**config.mk**
```make
export PLATFORM = sky130hd
export DESIGN_NAME = pq_loader
export DESIGN_NICKNAME = d
export VERILOG_FILES = /design/src/rtl/pq_pkg.sv /design/src/rtl/pq_kv_fifo.sv /design/src/rtl/pq_loader.sv
export SDC_FILE = /design/constraint.sdc
export NUM_CORES = 1
export LEC_CHECK = 0
export BUFFER_PORTS_ARGS = -buffer_cell sky130_fd_sc_hd__buf_2
export CAP_MARGIN = 30
export CORE_ASPECT_RATIO = 0.6
export CORE_MARGIN = 8
export CORE_UTILIZATION = 55
export DETAILED_ROUTE_END_ITERATION = 12
export GPL_TIMING_DRIVEN = 0
export PLACE_DENSITY = 0.86
export SLEW_MARGIN = 5
export SYNTH_ARGS = -nofsm -noshare
export SYNTH_HDL_FRONTEND = slang
export SYNTH_SLANG_ARGS = --single-unit
```
**constraint.sdc**
```tcl
create_clock -name clk -period 3.44 [get_ports clk]
set_input_delay 0.344 -clock clk [delete_from_list [all_inputs] [get_ports clk]]
set_output_delay 0.344 -clock clk [all_outputs]
set_load 0.02 [all_outputs]
```
**src/rtl/pq_pkg.sv**
```systemverilog
// Shared types and constants for the hardware priority queue and its feeder.
package pq_pkg;

  localparam int KEY_WIDTH   = 4;
  localparam int VAL_WIDTH   = 4;
  localparam int PQ_CAPACITY = 16;
  localparam int KV_WIDTH    = KEY_WIDTH + VAL_WIDTH;

  typedef struct packed {
    logic [KEY_WIDTH-1:0] key;
    logic [VAL_WIDTH-1:0] val;
  } kv_t;

  typedef enum logic [1:0] {
    IDLE   = 2'd0,
    ISSUE  = 2'd1,
    SETTLE = 2'd2
  } loader_state_t;

endpackage

```
**src/rtl/pq_kv_fifo.sv**
```systemverilog
// Small synchronous kv_t FIFO with push, pop, head output and a flush that can
// optionally preserve the head entry while it is being handed to the PQ.
module pq_kv_fifo
  import pq_pkg::*;
#(
  parameter int DEPTH = 4
) (
  input  logic                     clk,
  input  logic                     rst,
  input  logic                     push,
  input  kv_t                      push_kv,
  input  logic                     pop,
  input  logic                     flush,
  input  logic                     keep_head,
  output kv_t                      head,
  output logic [$clog2(DEPTH):0]   count
);

  localparam int AW = $clog2(DEPTH);
  localparam int CW = AW + 1;

  kv_t           mem [DEPTH];
  logic [AW-1:0] wr_ptr;
  logic [AW-1:0] rd_ptr;
  logic          push_ok;
  logic          pop_ok;

  assign push_ok = push && (count < CW'(DEPTH)) && !flush;
  assign pop_ok  = pop && (count != '0);
  assign head    = mem[rd_ptr];

  always_ff @(posedge clk or posedge rst) begin
    if (rst) begin
      wr_ptr <= '0;
      rd_ptr <= '0;
      count  <= '0;
    end else if (flush) begin
      // Keeping the head means everything behind it is dropped.
      if (keep_head && !pop_ok && (count != '0)) begin
        wr_ptr <= rd_ptr + AW'(1);
        count  <= CW'(1);
      end else begin
        rd_ptr <= rd_ptr + AW'(pop_ok);
        wr_ptr <= rd_ptr + AW'(pop_ok);
        count  <= '0;
      end
    end else begin
      wr_ptr <= wr_ptr + AW'(push_ok);
      rd_ptr <= rd_ptr + AW'(pop_ok);
      count  <= count + CW'(push_ok) - CW'(pop_ok);
    end
  end

  always_ff @(posedge clk) begin
    if (push_ok) mem[wr_ptr] <= push_kv;
  end

endmodule

```
**src/rtl/pq_loader.sv**
```systemverilog
// Feeder stage: buffers producer pairs and issues them one at a time into the
// PQ insert port, with saturating insert and stall statistics.
//
//   state  | meaning
//   IDLE   | no insert outstanding; waiting for a buffered pair and a ready PQ
//   ISSUE  | pq_ivalid held with FIFO head until pq_irdy
//   SETTLE | insert accepted; waiting for the PQ to drop busy
module pq_loader
  import pq_pkg::*;
#(
  parameter int FIFO_DEPTH = 4,
  parameter int CNT_WIDTH  = 16
) (
  input  logic                          clk,
  input  logic                          rst,
  input  logic                          s_valid,
  output logic                          s_ready,
  input  kv_t                           s_kv,
  input  logic                          flush,
  output logic                          pq_ivalid,
  input  logic                          pq_irdy,
  output kv_t                           pq_idata,
  input  logic                          pq_busy,
  input  logic                          pq_full,
  output logic [$clog2(FIFO_DEPTH):0]   fifo_count,
  output logic [CNT_WIDTH-1:0]          ins_count,
  output logic [CNT_WIDTH-1:0]          stall_count
);

  localparam int CW = $clog2(FIFO_DEPTH) + 1;

  loader_state_t state, state_nxt;
  kv_t           head;
  logic          push;
  logic          pop;
  logic          pend_q;
  logic          stall_evt;

  assign s_ready = (fifo_count < CW'(FIFO_DEPTH)) && !flush;
  assign push    = s_valid && s_ready;
  assign pop     = (state == ISSUE) && pq_irdy;

  pq_kv_fifo #(.DEPTH(FIFO_DEPTH)) u_fifo (
    .clk       (clk),
    .rst       (rst),
    .push      (push),
    .push_kv   (s_kv),
    .pop       (pop),
    .flush     (flush),
    .keep_head (state == ISSUE),
    .head      (head),
    .count     (fifo_count)
  );

  // An entry is only offered once it has sat in the FIFO for a full cycle.
  always_ff @(posedge clk or posedge rst) begin
    if (rst) pend_q <= 1'b0;
    else     pend_q <= (fifo_count != '0);
  end

  always_ff @(posedge clk or posedge rst) begin
    if (rst) state <= IDLE;
    else     state <= state_nxt;
  end

  always_comb begin
    state_nxt = state;
    pq_ivalid = 1'b0;
    pq_idata  = '0;
    stall_evt = 1'b0;
    case (state)
      IDLE: begin
        stall_evt = (fifo_count != '0) && (pq_busy || pq_full);
        if ((fifo_count != '0) && pend_q && !pq_busy && !pq_full && !flush)
          state_nxt = ISSUE;
      end
      ISSUE: begin
        pq_ivalid = 1'b1;
        pq_idata  = head;
        stall_evt = !pq_irdy;
        if (pq_irdy) state_nxt = SETTLE;
      end
      SETTLE: begin
        if (!pq_busy) state_nxt = IDLE;
      end
      default: state_nxt = IDLE;
    endcase
  end

  always_ff @(posedge clk or posedge rst) begin
    if (rst) begin
      ins_count   <= '0;
      stall_count <= '0;
    end else begin
      if (pop && (ins_count != '1))
        ins_count <= ins_count + CNT_WIDTH'(1);
      if (stall_evt && (stall_count != '1))
        stall_count <= stall_count + CNT_WIDTH'(1);
    end
  end

endmodule

```
After elaboration in Yosys (flattened, before gate mapping)
Memories as Yosys holds them, arrays and structs flattened.
Index checks and enable logic that the tools add are counted.
{"block": "word_totals", "register_bits": 42, "ram_bits": 32, "output_inout_bits": 45, "memories": 1}
{"block": "classes", "n_eq_ne": 8, "n_addsub": 7, "magnitude_cmp": 1, "reduce_logical": 24, "muxes": 15}
{"name": "u_fifo.mem", "depth": 4, "word_bits": 8, "rd": 1, "rd_clocked_by_memory_dff": 0, "write_ports": 1, "line_no": "pq_kv_fifo.sv:22", "text": "kv_t mem [DEPTH];"}
{"operator": "adder 16 x 1 -> 16 bit (second input constant)", "n": 2}
{"operator": "!= test 16 bit (second input constant)", "n": 2}
{"operator": "logical AND 1 bit", "n": 15}
{"operator": "2-to-1 mux 2 bit", "n": 7}
{"operator": "2-to-1 mux 8 bit", "n": 1}
{"operator": "!= test 2 bit (second input constant)", "n": 4}
{"operator": "case mux 2 bit (3 select lines)", "n": 1}
{"operator": "zero test 1 bit", "n": 5}
{"operator": "adder 2 x 1 -> 2 bit", "n": 2}
{"operator": "2-to-1 mux 1 bit", "n": 4}
{"operator": "adder 3 x 1 -> 3 bit", "n": 1}
{"operator": "< comparator 3 bit (second input constant)", "n": 1}
{"operator": "2-to-1 mux 3 bit", "n": 1}
{"operator": "AND reduction 3 bit", "n": 1}
{"operator": "nonzero test 3 bit", "n": 1}
{"operator": "subtractor 3 x 1 -> 3 bit", "n": 1}
{"operator": "adder 2 x 1 -> 2 bit (second input constant)", "n": 1}
{"operator": "== test 2 x 1 -> 1 bit (second input constant)", "n": 1}
{"operator": "== test 2 bit (second input constant)", "n": 1}
{"operator": "zero test 2 bit", "n": 1}
{"operator": "case mux 1 bit (2 select lines)", "n": 1}
{"operator": "logical OR 1 bit", "n": 1}

Depth between registers and ports, before layout
{"block": "logic_depth", "ltp_word": 8, "mapped_depth": 11, "depth_no_buf": 11}

Modules after synthesis
Synthesis repeated with hierarchy kept, for this count alone.
{"block": "hier_totals", "cells_unflattened": 259, "area_unflattened_um2": 3517.1}
{"mod": "pq_loader", "n_inst": 1, "cells_per_inst": 174, "area_per_inst_um2": 1930.6}
{"mod": "pq_kv_fifo", "n_inst": 1, "cells_per_inst": 85, "area_per_inst_um2": 1586.5}

Worst setup path before layout
OpenSTA, ideal clock, no wires.
{"block": "synth_path", "path_kind": "register to register", "start": "reg u_fifo.count[1]", "end": "reg u_fifo.count[2]", "setup_time_ns": 0.132, "period_less_slack_ns": 2.142, "setup_slack_ns": 1.298, "path_stages_with_launch": 12, "arrival_ns": 2.010, "cell_sequence": "dfrtp_1 nor3_1 inv_1 nand2_1 nor2_1 a21o_1 ha_1 inv_1 fa_1 xor2_1 xnor2_1 nor2_1"}
{"block": "synth_via", "elab_chain_len": 8, "elab_cells_between_ends": 10, "cone_classes": "add/sub (2); order compare (1); mux (1); reduce/logical (6)"}
{"element": "from (decl)", "line_no": "pq_kv_fifo.sv:16", "text": "output logic [$clog2(DEPTH):0] count"}
{"element": "from (signal assigned)", "line_no": "pq_kv_fifo.sv:50", "text": "count <= count + CW'(push_ok) - CW'(pop_ok);"}
{"element": "< comparator 3 bit", "line_no": "pq_kv_fifo.sv:28, pq_loader.sv:39"}
{"element": "logical AND 1 bit", "line_no": "pq_loader.sv:39", "text": "assign s_ready = (fifo_count < CW'(FIFO_DEPTH)) && !flush;"}
{"element": "logical AND 1 bit", "line_no": "pq_loader.sv:40", "text": "assign push = s_valid && s_ready;"}
{"element": "logical AND 1 bit (2 in a row)", "line_no": "pq_kv_fifo.sv:28", "text": "assign push_ok = push && (count < CW'(DEPTH)) && !flush;"}
{"element": "adder 3 x 1 -> 3 bit", "line_no": "pq_kv_fifo.sv:50"}
{"element": "subtractor 3 x 1 -> 3 bit (*)", "line_no": "pq_kv_fifo.sv:50"}
{"element": "2-to-1 mux 3 bit (*)", "line_no": "pq_kv_fifo.sv:37", "text": "end else if (flush) begin"}
Every way passes the cells marked *; elsewhere a longest branch is shown, timed or not.
A chain may end at the register's enable or synchronous reset.

Worst setup path after layout
{"block": "layout_path", "start": "reg state[1]", "end": "reg u_fifo.count[2]"}
{"block": "layout_via", "elab_chain_len": 5}
{"element": "from (decl)", "line_no": "pq_loader.sv:32", "text": "loader_state_t state, state_nxt;"}
{"element": "from (signal assigned)", "line_no": "pq_loader.sv:63", "text": "else state <= state_nxt;"}
{"element": "== test 2 x 1 -> 1 bit", "line_no": "pq_loader.sv:41", "text": "assign pop = (state == ISSUE) && pq_irdy;"}
{"element": "logical AND 1 bit", "line_no": "pq_loader.sv:41"}
{"element": "logical AND 1 bit", "line_no": "pq_kv_fifo.sv:29", "text": "assign pop_ok = pop && (count != '0);"}
{"element": "subtractor 3 x 1 -> 3 bit", "line_no": "pq_kv_fifo.sv:50"}
{"element": "2-to-1 mux 3 bit", "line_no": "pq_kv_fifo.sv:37"}
Every way passes these cells.

==> metrics.yaml <==
hp-class: "in -> reg"
hold_path_depth: 1
first_pass_iters: 4
peakVddDrop_v: 0.000347
power.density_nw_per_um2: 517
drc: 0
clk_pin_slew_ps: 80
areaGrowthSynthToFinish_pct: 19.1
clock_latency_ps: 340
grt_pass1_vias: 2241
hold_end: "u_fifo.mem[3][2]"
synth_edf_count: 32
grt_max_degree: 33
initial_utilization_pct: 56.2
clock-sinks: 74
ys_dominant_reg_cell: "dfrtp_1"
postCtsResizedCells: 0
rsz0062_at_grt: "no"
setup_viol: 0
cp.required_ps: 3660
die_h_um: 76.9
ys_ff_latch: 74
setup.worst_path.class: "reg -> reg"
cts-root-buf: "clkbuf_8"
globalRouteTotalUtil_pct: 16.2
crit_fanout: 6
nets: 347
rrSetupSlack_ps: 1010
place_congestion: 0.883
ys_warn_count: 0
hold_violations: 0
final_common_cell: "buf_2"
tightest_slew_ps: 781
async_flop_share_pct: 56.8
synth_area_um2: 3400
drtIter0Drc: 252
p_leak_nw: 1.87
clockBufferDepth: 2
use_met1_pct: 22.4
dieArea_um2: 9050
cts_buffers: 9
start_kind: "flop"
finalSetupTns_ps: 0
synth.distinct_cells: 42
cts_tree: "yes"
fin_crit_sh_pct: 70.5
drive_gt1_share_pct: 30.1
worstReg2RegEnd: "u_fifo.count[2]"
final_cell_area_um2: 4050
busiest_layer: "met2"
drt-total-wl_um: 7190
slew_viol_final: 0
htree_levels: 3
n_antenna_cell: 0
port_buffers: 58
max_cap_viol_count: 0
syn_area_per_cell_um2: 13.4
worst_ep_arrival_time_ps: 2650
fin_util_pct: 66.9
status: "completed"
slew-limit-headroom_pct: 47.7
crit_path_end_kind: "flop"
grt_use_met3_pct: 5.63
die_x_um: 118
synthCells: 254
vias: 2297
gr-usage-met2_pct: 22.7
grt-ovfl-total: 0
core_um2: 6060
hp-start: "s_kv[2]"
grt_pass1_wl_um: 11500
final_cell_mix: "buf_2 (62), dfrtp_1 (42), edfxtp_1 (32)"
antenna_found_initial: 0
placed_cell_area_um2: 3830
fin_crit_ps: 2430
wl_per_cell_um: 17.3
reg2reg_from: "state[1]"
synth_nets: 274
ant_nets: 0
fin_skew_ps: 8.79
synth-seq-area-share_pct: 59.1
pin_count: 60
rr_worst_depth: 11
placement_rows: 22
place.detailed.hpwl_um: 5290
routed_via_density: 5.52
max_freq_ghz: 0.412
total_power_w: 0.00210
[power by group]
part / internal [W] / switching (W) / leakage, nW / total, W
combinational: 0.000141 / 0.000195 / 0.909 / 0.000336
sequential: 0.000986 / 0.0000683 / 0.857 / 0.00105
clock: 0.000403 / 0.000304 / 0.104 / 0.000707
total: 0.00153 / 0.000567 / 1.87 / 0.00210
[per-layer routing]
metal / wire length, um / share of wire (%) / vias to the layer above
met1: 3330 / 46 / 1118
li1: - / - / 1081
met4: 99 / 1.4 / 0
met5: 0 / 0 / -
met2: 3230 / 45 / 87
met3: 533 / 7.4 / 11
[cells by family (layout without fill, tap and decap cells)]
logic type                 Yosys count  count (layout)  synth area share [%]
DFF                                 74              74                  59.1
muxes                               10              10                  6.06
buffers and inverters               17              95                  2.24
xor gates and xnor gates            37              37                  9.52
adders and majority gates            5               5                  2.06
and+or+nand+nor                     86              86                  15.1
AOI/OAI and AO/OA                   25              25                  5.92
[metrics by stage]
stage / hold slack [ps] / worst slack [ps] / instances
floorplan: 443 / 1300 / 254
global placement: 465 / 1060 / 396
detailed placement: 289 / 1040 / 399
CTS: 200 / 1040 / 416
global route: 197 / 814 / 416
finish: 212 / 1010 / 416
[cell usage after synthesis, types with 2 or more instances]
library cell | n | area share (%)
nor4_1 | 2 | 0.37
nand4_2 | 2 | 0.73
ha_1 | 4 | 1.5
nor2_1 | 12 | 1.3
xor2_1 | 16 | 4.1
dfrtp_1 | 42 | 31
and2_1 | 12 | 2.2
clkbuf_1 | 4 | 0.44
xnor2_1 | 21 | 5.4
a2111oi_2 | 2 | 0.88
o211ai_1 | 7 | 1.5
inv_1 | 8 | 0.88
and3_1 | 8 | 1.5
nor3_1 | 6 | 0.88
and4_1 | 4 | 1.0
nand3_1 | 8 | 1.2
a21oi_1 | 6 | 0.88
nand4_1 | 9 | 1.7
mux4_2 | 8 | 5.3
buf_2 | 4 | 0.59
nor3b_1 | 3 | 0.66
edfxtp_1 | 32 | 28
nand3b_1 | 2 | 0.44
o2111ai_1 | 3 | 0.77
nand2_1 | 12 | 1.3
[what timing repair did]
| action | 4_1_cts | 5_1_grt |
|---|---|---|
| buffers inserted | 0 | 0 |
| hold buffers | 1 | 0 |
| endpoints found under the hold margin | 10 | 0 |
[flip-flops by register name (all words and copies together), names as in the netlist]
signal,flops
u_fifo.wr_ptr,2
state,2
pend_q,1
ins_count,16
u_fifo.count,3
u_fifo.rd_ptr,2
u_fifo.mem,32
stall_count,16
[worst max-delay path, stage by stage, from the launching register on]
cell and delay [ps]:
dfrtp_1 430, and3b_1 220, clkbuf_1 240, nand2_1 150
nor2_1 220, a21o_1 120, ha_1 140, inv_1 50
fa_1 380, xor2_1 180, xnor2_1 130, nor2_1 50
[how the worst max path moves through the flow]
stage | from | end | slack [ps] | cells past startpoint
2_1_floorplan | u_fifo.count[1] | u_fifo.count[2] | 1300 | 11
3_3_place_gp | pq_irdy | u_fifo.count[2] | 1060 | 12
3_5_place_dp | pq_irdy | u_fifo.count[2] | 1040 | 12
4_1_cts | state[1] | u_fifo.count[2] | 1040 | 11
5_1_grt | u_fifo.count[1] | u_fifo.count[2] | 810 | 11
6_report | state[1] | u_fifo.count[2] | 1010 | 11
[layout make-up]
cell class	instances	area, um^2
buffer	9	46.3
clock buffer	10	128
clock inverter	6	81.3
fill	442	2000
inverter	8	30.0
multi-input combinational	163	1320
sequential	74	2010
tap	84	105
timing repair buffer	62	335
Note: power is estimated with default switching activity, not from simulation.
